--- config.mk ---
export PLATFORM = sky130hd
export DESIGN_NAME = input_fifo_register_flat
export DESIGN_NICKNAME = d
export VERILOG_FILES = /design/src/rtl/input_fifo_register_if.sv /design/src/rtl/input_fifo_register.sv /design/src/flat_wrapper.sv
export SDC_FILE = /design/constraint.sdc
export NUM_CORES = 1
export LEC_CHECK = 0
export ABC_AREA = 0
export CELL_PAD_IN_SITES_DETAIL_PLACEMENT = 0
export CELL_PAD_IN_SITES_GLOBAL_PLACEMENT = 1
export CORE_ASPECT_RATIO = 0.9
export CORE_MARGIN = 2
export CORE_UTILIZATION = 41
export DETAILED_ROUTE_END_ITERATION = 8
export PLACE_DENSITY_LB_ADDON = 0.1
export RECOVER_POWER = 100
export SLEW_MARGIN = 20
export SYNTH_ARGS = -nofsm -noshare
export SYNTH_HDL_FRONTEND = slang
export SYNTH_SLANG_ARGS = --single-unit
--- constraint.sdc ---
create_clock -name clk -period 2 [get_ports clk]
set_input_delay 0.2 -clock clk [delete_from_list [all_inputs] [get_ports clk]]
set_output_delay 0.2 -clock clk [all_outputs]
set_load 0.1 [all_outputs]
--- src/rtl/input_fifo_register_if.sv ---
// Valid/ready operand bus between an upstream source, the operand FIFO and
// the ALU-side consumer. The slave modport is the FIFO's view; the master
// modport is the environment's (source plus consumer) view.
interface input_fifo_register_if #(
  parameter int WIDTH = 8
);
  logic [WIDTH-1:0] in_data;
  logic             in_valid;
  logic             in_ready;
  logic [WIDTH-1:0] out_data;
  logic             out_valid;
  logic             out_ready;

  modport slave (
    input  in_data,
    input  in_valid,
    output in_ready,
    output out_data,
    output out_valid,
    input  out_ready
  );

  modport master (
    output in_data,
    output in_valid,
    input  in_ready,
    input  out_data,
    input  out_valid,
    output out_ready
  );
endinterface

--- src/rtl/input_fifo_register.sv ---
// Operand FIFO in front of the ALU: buffers up to DEPTH words behind a
// valid/ready handshake, presents them in arrival order, and reports
// occupancy, almost-full and a sticky overflow flag for debug.
// All outputs come straight from registers or from a decode of the count,
// so there is no path from in_* to out_* and none from out_ready to in_ready.
module input_fifo_register #(
  parameter int WIDTH       = 8,
  parameter int DEPTH       = 4,
  parameter int AFULL_LEVEL = DEPTH - 1
) (
  input  logic                       clk,
  input  logic                       reset_n,
  input  logic                       clear,
  input_fifo_register_if.slave       bus,
  output logic [$clog2(DEPTH+1)-1:0] count,
  output logic                       almost_full,
  output logic                       overflow
);

  localparam int PTR_W = $clog2(DEPTH);
  localparam int CNT_W = $clog2(DEPTH + 1);

  logic [WIDTH-1:0] mem [DEPTH];
  logic [PTR_W-1:0] wr_ptr;
  logic [PTR_W-1:0] rd_ptr;

  logic full;
  logic empty;
  logic push;
  logic pop;

  // Decode occupancy and qualify the two handshakes; clear overrides both.
  // NOTE: every signal gets a default at the top of the block, so no path
  // through it can leave a value unassigned and infer a latch.
  always_comb begin
    full  = 1'b0;
    empty = 1'b0;
    push  = 1'b0;
    pop   = 1'b0;
    full  = (count == CNT_W'(DEPTH));
    empty = (count == '0);
    push  = bus.in_valid  & ~full  & ~clear;
    pop   = bus.out_ready & ~empty & ~clear;
  end

  // Handshake and status outputs; in_ready looks only at count, never at
  // out_ready, so a full queue does not accept a word even during a pop.
  assign bus.in_ready  = ~full;
  assign bus.out_valid = ~empty;
  assign bus.out_data  = mem[rd_ptr];
  assign almost_full   = (count >= CNT_W'(AFULL_LEVEL));

  // Storage array: written at wr_ptr on a push, never cleared by a pop.
  // NOTE: the array is deliberately reset so out_data reads a defined 0
  // after reset; this costs a reset net per storage flop.
  always_ff @(posedge clk or negedge reset_n) begin
    if (!reset_n) begin
      for (int i = 0; i < DEPTH; i++) begin
        mem[i] <= '0;
      end
    end else if (push) begin
      mem[wr_ptr] <= bus.in_data;
    end
  end

  // Pointers and occupancy; pointers wrap naturally at DEPTH (power of two).
  // NOTE: sequential state uses non-blocking assignments so every flop
  // samples pre-edge values regardless of statement order.
  always_ff @(posedge clk or negedge reset_n) begin
    if (!reset_n) begin
      wr_ptr <= '0;
      rd_ptr <= '0;
      count  <= '0;
    end else if (clear) begin
      wr_ptr <= '0;
      rd_ptr <= '0;
      count  <= '0;
    end else begin
      if (push) begin
        wr_ptr <= wr_ptr + PTR_W'(1);
      end
      if (pop) begin
        rd_ptr <= rd_ptr + PTR_W'(1);
      end
      unique case ({push, pop})
        2'b10:   count <= count + CNT_W'(1);
        2'b01:   count <= count - CNT_W'(1);
        default: count <= count;
      endcase
    end
  end

  // Sticky overflow: any write attempt against a full queue, held until
  // clear or reset.
  always_ff @(posedge clk or negedge reset_n) begin
    if (!reset_n) begin
      overflow <= 1'b0;
    end else if (clear) begin
      overflow <= 1'b0;
    end else if (bus.in_valid && full) begin
      overflow <= 1'b1;
    end
  end

endmodule

--- src/flat_wrapper.sv ---
// flat-port wrapper written by rule: the top's interface ports become plain ports
module input_fifo_register_flat 
#(
  parameter int WIDTH       = 8,
  parameter int DEPTH       = 4,
  parameter int AFULL_LEVEL = DEPTH - 1
)
  (clk, reset_n, clear, count, almost_full, overflow, bus_in_data, bus_in_valid, bus_in_ready, bus_out_data, bus_out_valid, bus_out_ready);
  input_fifo_register_if #(.WIDTH(WIDTH)) bus_i ();
  input  logic clk;
  input  logic reset_n;
  input  logic clear;
  output logic [$clog2(DEPTH+1)-1:0] count;
  output logic almost_full;
  output logic overflow;
  input wire logic [$bits(bus_i.in_data)-1:0] bus_in_data;
  input wire logic [$bits(bus_i.in_valid)-1:0] bus_in_valid;
  output wire logic [$bits(bus_i.in_ready)-1:0] bus_in_ready;
  output wire logic [$bits(bus_i.out_data)-1:0] bus_out_data;
  output wire logic [$bits(bus_i.out_valid)-1:0] bus_out_valid;
  input wire logic [$bits(bus_i.out_ready)-1:0] bus_out_ready;
  assign bus_i.in_data = bus_in_data;
  assign bus_i.in_valid = bus_in_valid;
  assign bus_in_ready = bus_i.in_ready;
  assign bus_out_data = bus_i.out_data;
  assign bus_out_valid = bus_i.out_valid;
  assign bus_i.out_ready = bus_out_ready;
  input_fifo_register #(.WIDTH(WIDTH), .DEPTH(DEPTH), .AFULL_LEVEL(AFULL_LEVEL)) u_core (.clk(clk), .reset_n(reset_n), .clear(clear), .bus(bus_i), .count(count), .almost_full(almost_full), .overflow(overflow));
endmodule
==> results.cfg <==
[layout]
drive_gt1_frac = 0.487
stdcell_count = 258
register_area_um2 = 1010
nFillCells = 448
multi_input_area_um2 = 1100
final_common_cell = dfrtp_1
area_growth_pct = 29.0
stdcell_area_um2 = 2790
mostFrequentLayoutCells = dfrtp_1 (37), mux2_4 (32), buf_4 (18)
nets = 209
n_antenna_cell = 0

[clock_network]
cts_root_buf = clkbuf_8
clock_sinks = 40
htree_levels = 2
cts_buffer_depth = 2
numCtsBuffers = 5
insertion_delay_ns = 0.28
clk_pin_slew_ns = 0.07
cts_tree = built

[synthesis]
yosys-top-cells-area = dfrtp_1 (46%), mux2_4 (22%), mux4_2 (8.3%)
async_flop_share = 1.00
synth_edf_count = 0
synth_top_area_frac = 0.463
synth_nets = 167
ys_seq_area_frac = 0.463
syn-instance-count = 149
ys.warnings.count = 0
synth_cell_types = 32
ys_ff_latch = 40
avgSynthCellArea_um2 = 14.5
netlist_area_um2 = 2160
ys.flop_type = dfrtp_1
yosysTopAreaCell = dfrtp_1

[worst_setup_path]
crit_type = flip-flop to flip-flop
arrival_ns = 2.24
crit_slowest_cell = fa_1
crit_fanout = 2
path_buf_inv = 0
critPathRequiredTime_ns = 2.17
path_cells = or3_4 > nand2_4 > nor3_2 > fa_1 > o22ai_1 > a2111oi_2
worstSetupEndpointType = flip-flop
max_stage_delay_ns = 0.50
start_kind = flip-flop
crit_family = simple AND/OR/NAND/NOR gates

[routing]
via_per_inst = 5.22
antenna_left = 0
vias = 1347
drc = 0
wire_per_inst_um = 17.6
routed_wl_um = 4530
dr.pass1.iters = 4
drtIter0Drc = 72

[timing]
fmax_mhz = 483
hold_violations = 0
rsz0062_at_grt = yes
min_period_ns = 2.07
fin_crit_sh = 1.03
worst_slack_ns = -0.0697
setup_violations = 1
slew_violations = 0
hold_ws_ns = 0.502
worstMarginPinSlew_ns = 1.42
slew-limit-headroom = 0.0535
fin_skew_ns = 0.00757

[placement]
preCtsSetupSlack_ns = -0.111
place_inst = 248
port_buffers = 27
place_area_um2 = 2680
gp_congestion = 0.784
hpwl_um = 3200

[min_path]
hp-class = flip-flop to flip-flop

[grt]
grt_start_max_net_pins = 27
antenna_found_initial = 0
overflow = 0
grt.total_usage = 0.170
grt_pass1_wl_um = 7510
first_global_vias = 1438

[outcome]
outcome = finished with violations
violations = setup timing

[floorplan]
core_area_um2 = 5160
die_x_um = 80.6
initial_core_util = 0.419
rows = 25
dieArea_um2 = 5870
pin_count = 28
die_y_um = 72.9

[power_and_ir_drop]
total_power_uw = 3540
power_leakage_uw = 0.00131
power.density_nw_per_um2 = 1270
ir_drop_uv = 623

[flow_run]
drv_cap = 0
[Yosys cell counts, types with 2 or more instances]
master,number
a2111oi_0,2
a21oi_1,4
a31oi_1,2
buf_1,2
buf_2,2
buf_6,3
clkbuf_1,2
dfrtp_1,40
ha_1,4
inv_1,4
mux2_4,32
mux4_2,8
nand2_1,8
nand2_8,4
nand3_1,5
nor2_1,7
nor3_1,2
o22ai_1,2
xor2_1,3
[what timing repair did]
| item | CTS | global route |
|---|---|---|
| endpoints found under the hold margin | 25 | 0 |
| setup buffers | 0 | 2 |
| hold buffers | 1 | 0 |
| resized for setup | 3 | 2 |
| pin swaps | 0 | 2 |
| endpoints found under the setup margin | 2 | 2 |
[per-layer routing]
layer	wire length, um	GRT usage	share of wire	vias up
li1	-	-	-	616
met1	2140	0.244	0.47	708
met2	2260	0.263	0.50	21
met3	121	0.0384	0.027	2
met4	20	0.0414	0.0044	0
met5	0	0	0	-
[cell families (layout without fill, tap and decap cells)]
family,after synthesis,count (layout),share of synthesized area
xor gates and xnor gates,4,4,0.0162
AOI/OAI and AO/OA,15,15,0.0468
adders and majority gates,5,5,0.0324
muxes,40,40,0.305
DFF,40,40,0.463
buffers and inverters,14,56,0.0376
and+or+nand+nor,31,31,0.0989
[worst paths after layout]
kind	start	end	slack [ns]	cells after the start
worst min register to register	u_core.overflow$_DFFE_PN0P_	u_core.overflow$_DFFE_PN0P_	0.50	2
min in group asynchronous	reset_n	u_core.mem[22]$_DFFE_PN0P_	0.76	2
worst max register to register	u_core.count[1]$_DFFE_PN0P_	u_core.count[1]$_DFFE_PN0P_	-0.07	6
worst max-delay path	u_core.count[1]$_DFFE_PN0P_	u_core.count[1]$_DFFE_PN0P_	-0.07	6
worst min-delay path	u_core.overflow$_DFFE_PN0P_	u_core.overflow$_DFFE_PN0P_	0.50	2
max in group asynchronous	reset_n	u_core.count[1]$_DFFE_PN0P_	0.21	2
[area by class of cell]
class / count / area share
inverters: 4 / 0.00538
repair buffers: 45 / 0.177
well taps: 67 / 0.0300
clock buffers: 5 / 0.0247
clock inverters: 2 / 0.00448
multi-input cells: 95 / 0.396
flip-flops and latches: 40 / 0.363
[metrics by stage]
| step | setup TNS [ns] | utilization |
|---|---|---|
| 2_1_floorplan | -9.86 | - |
| 3_3_place_gp | -0.0286 | 0.519 |
| 3_5_place_dp | -0.167 | 0.519 |
| 4_1_cts | -0.122 | 0.538 |
| 5_1_grt | -0.520 | 0.541 |
| 6_report | -0.0697 | 0.541 |
[where the power goes]
group / switching [uW] / internal [uW] / leakage, uW
logic: 981 / 841 / 0.000763
clock network: 280 / 237 / 0.0000400
registers: 144 / 1060 / 0.000503
[state kept, by name, indices dropped and copies added (netlist names)]
name / cells
u_core.overflow: 1
u_core.count: 3
u_core.rd_ptr: 2
u_core.wr_ptr: 2
u_core.mem: 32
[worst min-delay path, stage by stage, from the launching register on]
cell and delay (ns):
dfrtp_1 0.34, a31oi_1 0.04, nor2_1 0.08
(Power assumes the default switching activity.)
